**config.mk**
```make
export PLATFORM = sky130hd
export DESIGN_NAME = square_crop
export DESIGN_NICKNAME = d
export VERILOG_FILES = /design/src/rtl/square_crop.sv
export SDC_FILE = /design/constraint.sdc
export NUM_CORES = 1
export LEC_CHECK = 0
export BUFFER_PORTS_ARGS = -buffer_cell sky130_fd_sc_hd__buf_2
export CORE_MARGIN = 3
export CORE_UTILIZATION = 40
export DETAILED_ROUTE_END_ITERATION = 16
export GPL_TIMING_DRIVEN = 0
export PLACE_DENSITY_LB_ADDON = 0.3
export SLEW_MARGIN = 20
export SYNTH_ARGS = -nofsm -noshare
export SYNTH_HDL_FRONTEND = slang
export SYNTH_SLANG_ARGS = --single-unit
```
**constraint.sdc**
```tcl
create_clock -name clk -period 8.55 [get_ports clk]
set_input_delay 2.565 -clock clk [delete_from_list [all_inputs] [get_ports clk]]
set_output_delay 2.565 -clock clk [all_outputs]
set_load 0.02 [all_outputs]
```
**src/rtl/square_crop.sv**
```systemverilog
// square_crop: trims each frame to a centred square of side min(rows, cols)
// ahead of the circular crop stage. Frame dimensions are measured
// continuously and applied one frame later. One cycle of fixed latency, no
// backpressure.
// Optional build macro SQUARE_CROP_BLANK_EN: out-of-window beats are kept
// (dvo follows dvi) and out-of-window pixels are zeroed, so the original
// frame geometry is preserved.
`timescale 1ns/1ps

`ifndef DTYPE_WIDTH
`define DTYPE_WIDTH        5
`endif
`ifndef DTYPE_PIXEL_MASK
`define DTYPE_PIXEL_MASK   5'b00001
`endif
`ifndef DTYPE_FRAME_START
`define DTYPE_FRAME_START  5'b00010
`endif
`ifndef DTYPE_FRAME_END
`define DTYPE_FRAME_END    5'b00011
`endif
`ifndef DTYPE_ROW_START
`define DTYPE_ROW_START    5'b00100
`endif
`ifndef DTYPE_ROW_END
`define DTYPE_ROW_END      5'b00101
`endif

module square_crop #(
  parameter int PIXEL_WIDTH = 10,
  parameter int DIM_WIDTH   = 12
) (
  input  logic                    clk,
  input  logic                    reset,
  input  logic                    enable,
  input  logic                    dvi,
  input  logic [PIXEL_WIDTH-1:0]  r,
  input  logic [PIXEL_WIDTH-1:0]  g,
  input  logic [PIXEL_WIDTH-1:0]  b,
  input  logic [`DTYPE_WIDTH-1:0] dtypei,
  input  logic [15:0]             meta_datai,
  output logic                    dvo,
  output logic [PIXEL_WIDTH-1:0]  ro,
  output logic [PIXEL_WIDTH-1:0]  go,
  output logic [PIXEL_WIDTH-1:0]  bo,
  output logic [`DTYPE_WIDTH-1:0] dtypeo,
  output logic [15:0]             meta_datao,
  output logic [DIM_WIDTH-1:0]    side,
  output logic                    active
);

  localparam logic [DIM_WIDTH-1:0] DIM_ONE = DIM_WIDTH'(1);

  // Running counters and the last completed measurement
  logic [DIM_WIDTH-1:0] r_col;
  logic [DIM_WIDTH-1:0] r_row;
  logic [DIM_WIDTH-1:0] r_meas_cols;
  logic [DIM_WIDTH-1:0] r_meas_rows;
  logic                 r_dims_valid;

  // Per-frame crop geometry, latched at FRAME_START
  logic                 r_active;
  logic [DIM_WIDTH-1:0] r_sq;
  logic [DIM_WIDTH-1:0] r_col_off;
  logic [DIM_WIDTH-1:0] r_row_off;
  logic [DIM_WIDTH-1:0] r_side;

  // Output registers
  logic                    r_dvo;
  logic [PIXEL_WIDTH-1:0]  r_ro;
  logic [PIXEL_WIDTH-1:0]  r_go;
  logic [PIXEL_WIDTH-1:0]  r_bo;
  logic [`DTYPE_WIDTH-1:0] r_dtypeo;
  logic [15:0]             r_meta_datao;

  // Beat classification (valid beats only)
  logic w_is_pixel;
  logic w_is_fs;
  logic w_is_fe;
  logic w_is_re;
  logic w_pixel_beat;
  logic w_fs_beat;
  logic w_fe_beat;
  logic w_re_beat;

  // Geometry for the next frame, from the last completed measurement
  logic                 w_meas_ok;
  logic [DIM_WIDTH-1:0] w_sq;
  logic [DIM_WIDTH-1:0] w_col_off;
  logic [DIM_WIDTH-1:0] w_row_off;

  // Window test for the current beat
  logic [DIM_WIDTH:0]   w_row_lim;
  logic [DIM_WIDTH:0]   w_col_lim;
  logic                 w_in_row;
  logic                 w_in_col;
  logic                 w_out_win;

  assign w_is_pixel   = (dtypei == `DTYPE_PIXEL_MASK);
  assign w_is_fs      = (dtypei == `DTYPE_FRAME_START);
  assign w_is_fe      = (dtypei == `DTYPE_FRAME_END);
  assign w_is_re      = (dtypei == `DTYPE_ROW_END);
  assign w_pixel_beat = dvi && w_is_pixel;
  assign w_fs_beat    = dvi && w_is_fs;
  assign w_fe_beat    = dvi && w_is_fe;
  assign w_re_beat    = dvi && w_is_re;

  // Next-frame square and centring offsets (odd differences round down)
  always_comb begin
    w_meas_ok = enable && r_dims_valid && (r_meas_rows != '0) && (r_meas_cols != '0);
    w_sq      = (r_meas_rows < r_meas_cols) ? r_meas_rows : r_meas_cols;
    w_col_off = (r_meas_cols - w_sq) >> 1;
    w_row_off = (r_meas_rows - w_sq) >> 1;
  end

  // Window membership of the current beat using pre-increment row/col
  always_comb begin
    w_row_lim = {1'b0, r_row_off} + {1'b0, r_sq};
    w_col_lim = {1'b0, r_col_off} + {1'b0, r_sq};
    w_in_row  = (r_row >= r_row_off) && ({1'b0, r_row} < w_row_lim);
    w_in_col  = (r_col >= r_col_off) && ({1'b0, r_col} < w_col_lim);
    w_out_win = 1'b0;
    if (r_active) begin
      case (dtypei)
        `DTYPE_ROW_START,
        `DTYPE_ROW_END:    w_out_win = !w_in_row;
        `DTYPE_PIXEL_MASK: w_out_win = !(w_in_row && w_in_col);
        default:           w_out_win = 1'b0;
      endcase
    end
  end

  // Column counter: counts pixels within a row, saturating
  always_ff @(posedge clk or posedge reset) begin
    if (reset) begin
      r_col <= '0;
    end else if (w_re_beat || w_fs_beat) begin
      r_col <= '0;
    end else if (w_pixel_beat && (r_col != '1)) begin
      r_col <= r_col + DIM_ONE;
    end
  end

  // Row counter: counts ROW_END tokens within a frame, saturating
  always_ff @(posedge clk or posedge reset) begin
    if (reset) begin
      r_row <= '0;
    end else if (w_fs_beat) begin
      r_row <= '0;
    end else if (w_re_beat && (r_row != '1)) begin
      r_row <= r_row + DIM_ONE;
    end
  end

  // Measured dimensions; rows only commit on a completed frame, so a
  // truncated frame leaves the previous measurement in place
  always_ff @(posedge clk or posedge reset) begin
    if (reset) begin
      r_meas_cols  <= '0;
      r_meas_rows  <= '0;
      r_dims_valid <= 1'b0;
    end else begin
      if (w_re_beat) begin
        r_meas_cols <= r_col;
      end
      if (w_fe_beat) begin
        r_meas_rows  <= r_row;
        r_dims_valid <= 1'b1;
      end
    end
  end

  // Frame latch: enable and geometry are sampled only at FRAME_START
  always_ff @(posedge clk or posedge reset) begin
    if (reset) begin
      r_active  <= 1'b0;
      r_sq      <= '0;
      r_col_off <= '0;
      r_row_off <= '0;
      r_side    <= '0;
    end else if (w_fs_beat) begin
      r_active  <= w_meas_ok;
      r_sq      <= w_sq;
      r_col_off <= w_col_off;
      r_row_off <= w_row_off;
      r_side    <= w_meas_ok ? w_sq : '0;
    end
  end

  // Output stage: register every input; drop or blank out-of-window beats
  always_ff @(posedge clk or posedge reset) begin
    if (reset) begin
      r_dvo        <= 1'b0;
      r_ro         <= '0;
      r_go         <= '0;
      r_bo         <= '0;
      r_dtypeo     <= '0;
      r_meta_datao <= '0;
    end else begin
      r_dtypeo     <= dtypei;
      r_meta_datao <= meta_datai;
`ifdef SQUARE_CROP_BLANK_EN
      r_dvo <= dvi;
      if (w_is_pixel && w_out_win) begin
        r_ro <= '0;
        r_go <= '0;
        r_bo <= '0;
      end else begin
        r_ro <= r;
        r_go <= g;
        r_bo <= b;
      end
`else
      r_dvo <= dvi && !w_out_win;
      r_ro  <= r;
      r_go  <= g;
      r_bo  <= b;
`endif
    end
  end

  assign dvo        = r_dvo;
  assign ro         = r_ro;
  assign go         = r_go;
  assign bo         = r_bo;
  assign dtypeo     = r_dtypeo;
  assign meta_datao = r_meta_datao;
  assign side       = r_side;
  assign active     = r_active;

endmodule

```
=== Word-level counts from Yosys, hierarchy flattened ===
Index checks and enable logic that the tools add are counted.

* Equality and inequality tests: 7
* $lt $le $gt $ge: 5
* Muxes and demuxes: 8
* Reduce and logical (&&, ||, !) cells: 22
* Add/subtract/negate cells: 6

{| class="wikitable"
|+ Operator list
! cell !! number
|-
| $mux W12 || 6
|-
| $add A11 B12 Y13 || 2
|-
| $lt A12 B13 Y1 || 2
|-
| $add A12 B1 Y12 const B || 2
|-
| $ge A12 B11 Y1 || 2
|-
| $ne A12 B12 Y1 const B || 2
|-
| $reduce_bool A12 Y1 || 2
|-
| $sub A12 B12 Y12 || 2
|-
| $logic_and A1 B1 Y1 || 13
|-
| $lt A12 B12 Y1 || 1
|-
| $eq A5 B2 Y1 const B || 2
|-
| $eq A5 B3 Y1 const B || 2
|-
| $eq A5 B1 Y1 const B || 1
|-
| $reduce_bool A2 Y1 || 2
|-
| $logic_not A1 Y1 || 3
|-
| $pmux W1 S2 || 1
|-
| $reduce_or A2 Y1 || 1
|-
| $logic_or A1 B1 Y1 || 1
|-
| $mux W1 || 1
|}

* Input bits: 55
* Logic and storage cells: 64
* Register bits: 148

=== Logic depth before layout (Yosys ltp) ===
* Depth in word-level cells: 9
* Mapped depth: 18
* Mapped depth without buffers: 16

=== Least setup slack after synthesis ===
OpenSTA, ideal clock, no wires.

* Path type: in2reg
* Start point: input port dtypei[3]
* End point: register r_row[11]
* Arrival time: 3.953 ns
* Stages on the path: 8
* Setup time: 0.078 ns
* Path slack: 4.519 ns
* Data required time: 8.472 ns
* Cell sequence: nor3_2 > nand3_1 > or2_0 > buf_2 > a21oi_2 > nand2b_1 > or3_1 > a21oi_1

* Longest elaborated chain between the ends: 4
* Elaborated cells on any way between the ends: 7
* Classes of those cells: 2 x eq/ne; 1 x mux; 4 x reduce/logical

{| class="wikitable"
|+ Ends and longest elaborated chain
! item !! RTL line !! text
|-
| start, declared || 40 || <nowiki>input logic [`DTYPE_WIDTH-1:0] dtypei,</nowiki>
|-
| $eq A5 B3 Y1 || -- ||
|-
| $logic_and A1 B1 Y1 || 106 || <nowiki>assign w_re_beat = dvi && w_is_re;</nowiki>
|-
| $logic_and A1 B1 Y1 || 150 || <nowiki>end else if (w_re_beat && (r_row != '1)) begin</nowiki>
|-
| $reduce_bool A2 Y1 (no line) || -- ||
|-
| end signal, assigned || 151 || <nowiki>r_row <= r_row + DIM_ONE;</nowiki>
|-
| end, declared || 56 || <nowiki>logic [DIM_WIDTH-1:0] r_row;</nowiki>
|}

Several ways; a longest one is shown, not always the timed one.
A chain may end at the register's enable or synchronous reset.

=== Worst setup path after layout ===
* Start point: register r_meas_rows[7]
* End point: register r_row_off[10]

* Longest elaborated chain between the ends: 3

{| class="wikitable"
|+ Ends and longest elaborated chain
! item !! RTL line !! text
|-
| start, declared || 58 || <nowiki>logic [DIM_WIDTH-1:0] r_meas_rows;</nowiki>
|-
| start signal, assigned || 167 || <nowiki>r_meas_rows <= r_row;</nowiki>
|-
| $lt A12 B12 Y1 || 111 || <nowiki>w_sq = (r_meas_rows < r_meas_cols) ? r_meas_rows : r_meas_cols;</nowiki>
|-
| $mux W12 || 111 ||
|-
| $sub A12 B12 Y12 (*) || 113 || <nowiki>w_row_off = (r_meas_rows - w_sq) >> 1;</nowiki>
|-
| end signal, assigned || 185 || <nowiki>r_row_off <= w_row_off;</nowiki>
|-
| end, declared || 65 || <nowiki>logic [DIM_WIDTH-1:0] r_row_off;</nowiki>
|}

Mark *: on every way between the ends. The rest lies on a longest branch, timed or not.

==> run_results.csv <==
group,metric,value,unit
outcome,status,"complete, no violations",
critical_path,timing.rr.start,"r_meas_rows[7]",
logic_synthesis,syn_nets,1009,
die,die_x,151.7,um
pwr,p_leak,4.847,nW
sta,holdWs,476.3,ps
pwr,switchingPower,0.7271,mW
logic_synthesis,synth_warnings,0,
sta,setup_viol,0,
hold_path,min_from,"side[8]",
sta,period_needed,4415,ps
pwr,p_int,1.546,mW
critical_path,start_kind,"register",
global_routing,grt_pass1_wl,34290,um
critical_path,cp.arrival,4710,ps
critical_path,timing.rr.end,"r_row_off[10]",
final_layout,fin_cells,1273,
final_layout,nNetsFinal,1148,
routing,routed.top_layer,"met4",
logic_synthesis,yosys.cell_count.top_type,"dfrtp_1",
logic_synthesis,synth_edf_count,0,
routing,route.met2.wl,9548,um
logic_synthesis,ys_dominant_reg_cell,"dfrtp_1",
pwr,swShare,0.3199,
clock_tree,cts_buffers,17,
logic_synthesis,yosysSeqAreaShare,0.4361,
sta,slew_headroom,0.4937,
die,die_h,151.7,um
job,maxCapViolations,0,
clock_tree,cts_tree,"done",
critical_path,worstPathMaxFanout,8,
pwr,p_clk_frac,0.358,
critical_path,ff2ff_path_depth,16,
routing,vias_per_cell,5.249,
logic_synthesis,avgSynthCellArea,9.980,um2
clock_tree,clockBufferDepth,2,
routing,ant_nets,0,
die,die_area,23020,um2
hold_path,hold_class,"reg2reg",
hold_path,min_to,"side[8]",
sta,slew_violations,0,
sta,setup_slack,4135,ps
clock_tree,cts_resized,0,
place,port_buffers,119,
global_routing,grt_pass1_vias,6515,
logic_synthesis,netlist_area,8493,um2
final_layout,layout-drive-gt1-share,0.1854,
final_layout,area_growth,18.90,%
place,placed_area,9462,um2
global_routing,antenna_found_initial,0,
logic_synthesis,ys_seq_elements,148,
clock_tree,cts_max_level,4,
global_routing,grt_usage,0.1935,
routing,dr.pass1.iters,5,
hold_path,hold_path_depth,2,
critical_path,slowest_delay,620,ps
logic_synthesis,ys_top_cells_by_area,"dfrtp_1, ha_1, o21ai_0",
final_layout,finalInstanceArea,10100,um2
routing,drtIter0Drc,510,
global_routing,grt_overflow,0,
critical_path,reg2reg_slack,4140,ps
routing,wl_met3,1229,um
sta,max_freq,226.5,MHz
sta,hold_viol,0,
clock_tree,cts-root-buf,"clkbuf_16",
critical_path,required,8840,ps
die,coreArea,20560,um2
sta,skew,9.202,ps
logic_synthesis,synth.cells.most_frequent,"dfrtp_1, ha_1, nand2_1, o21ai_0, inv_1",
clock_tree,cts_setup_buffers,0,
critical_path,crit_chain,"ha_1, nand2_1, nor3_2, a21oi_1, o21bai_1, buf_4, mux2i_1, ha_1, nand2_1, o21a_1, o21ai_0, a211oi_1, a21oi_1, a211oi_1, xor2_1, o21ai_1",
routing,wl,21390,um
pwr,ir_worst_vdd,165.5,uV
routing,met1_length,10220,um
logic_synthesis,synth_cell_types,66,
global_routing,grt_max_degree,84,
place,placed_cells,1241,
clock_tree,clkTransAtPathRegs,70,ps
die,row_count,52,
logic_synthesis,syn_inst,851,
critical_path,endpoint_kind,"register",
place,place_congestion,0.8428,
die,ios,120,
die,start_util,0.4131,
clock_tree,cts.sinks,148,
sta,rsz0062_at_grt,"false",
routing,vias,6682,
routing,drcViolationCount,0,
critical_path,critPathKind,"reg2reg",
clock_tree,clk_latency,430,ps
sta,setup-tns-final,0,ps
place,dp_hpwl,15960,um
pwr,power_density,225.1,nW/um2
logic_synthesis,async_flop_share,1.000,
logic_synthesis,yosysTopAreaCellShare,0.4361,
pwr,seq_power_share,0.370,
sta,worst_slew_pin_slew,759.5,ps
pwr,pwr-share-comb,0.273,
logic_synthesis,synth_area_leader_cell,"dfrtp_1",
routing,routedWlPerCell,16.80,um
critical_path,cp_slowest_cell,"mux2i_1",
clock_tree,holdBufCountCts,0,
final_layout,n_antenna_cell,0,
sta,timing.final.crit_share,0.5164,
place,dp_slack,3846,ps
==> worst max-delay path: cells and delay by family, from the launching register on <==
kind / cells / cell delay (ps)
buffers and inverters: 1 / 220
AO/OA/AOI/OAI: 8 / 1600
XOR/XNOR: 1 / 170
flip-flops: 1 / 470
adder cells (fa/ha/maj): 2 / 710
multiplexers: 1 / 620
AND/OR/NAND/NOR: 3 / 500
==> sequential cells by signal (all words and copies together) (netlist names) <==
| register | flops |
|---|---|
| side | 12 |
| r_row_off | 11 |
| ro | 10 |
| r_col | 12 |
| bo | 10 |
| r_sq | 12 |
| r_meas_cols | 12 |
| r_col_off | 11 |
| r_meas_rows | 12 |
| dvo | 1 |
| r_dims_valid | 1 |
| meta_datao | 16 |
| dtypeo | 5 |
| go | 10 |
| active | 1 |
| r_row | 12 |
==> through the flow <==
| stage | power [mW] | util |
|---|---|---|
| after detailed placement | 1.462 | 0.4602 |
| after global routing | 2.418 | 0.4912 |
| final | 2.273 | 0.4912 |
| after CTS | 2.292 | 0.4912 |
| after floorplan | 1.311 | - |
| after global placement | 1.450 | 0.4585 |
==> layout make-up <==
type / count / area, um2
well taps: 270 / 337.8
clock inverters: 14 / 197.7
fillers: 1952 / 10460
clock buffers: 18 / 439.2
flip-flops and latches: 148 / 3704
repair buffers: 120 / 623.1
multi-input cells: 623 / 4479
plain buffers: 18 / 77.57
inverters: 62 / 240.2
==> cells in the final DEF, fill, tap and decap left out, types with 7 or more instances in the layout <==
cell type  synthesis  final
nand4_1           11     11
nand3_1           22     22
mux2i_1           13     13
buf_2              2    121
xnor2_1           24     24
nand2_1           95     95
o21a_1             7      7
xor2_1            25     25
mux2_2             8      8
o21ai_1           13     13
nor3_1            11     11
o21bai_1           7      7
o21ai_0           76     76
clkbuf_1          14     14
a21oi_1           45     45
nor2_1            34     34
clkbuf_16          0     17
nand2b_1          12     12
nor4_1            10     10
or3_1              7      7
ha_1              99     99
inv_1             62     61
a21o_1            22     22
dfrtp_1          148    148
==> worst max path at each step <==
stage               endpoint  depth (start not counted)  slack (ps)            from
2_1_floorplan         active                          1        2010           reset
3_3_place_gp        r_row[8]                          2         200           reset
3_5_place_dp         side[7]                          7        3850       dtypei[3]
4_1_cts        r_row_off[10]                         16        4220  r_meas_rows[7]
5_1_grt        r_row_off[10]                         17        3860  r_meas_cols[7]
6_report       r_row_off[10]                         16        4140  r_meas_rows[7]
==> cell families (layout without fill, tap and decap cells) <==
group,Yosys count,in the layout,share of synthesized area
compound gates,217,217,0.1632
xor+xnor,49,49,0.05053
fa+ha+maj,103,103,0.1553
buf+inv,80,232,0.03653
flops,148,148,0.4361
mux,21,21,0.02593
simple gates,233,233,0.1324
==> power by group through the flow <==
| stage | Clock (mW) | Combinational [mW] | Sequential, mW |
|---|---|---|---|
| after CTS | 0.833 | 0.620 | 0.839 |
| after detailed placement | 0 | 0.611 | 0.852 |
| after floorplan | 0 | 0.465 | 0.847 |
| after global placement | 0 | 0.598 | 0.851 |
| final | 0.813 | 0.619 | 0.840 |
| after global routing | 0.859 | 0.709 | 0.850 |
==> metal layers <==
metal	vias up	track usage
met5	-	0
met4	0	0.05930
met3	28	0.04610
met2	196	0.3000
met1	3156	0.2696
li1	3302	-
Power figures use the tool's default switching activity.
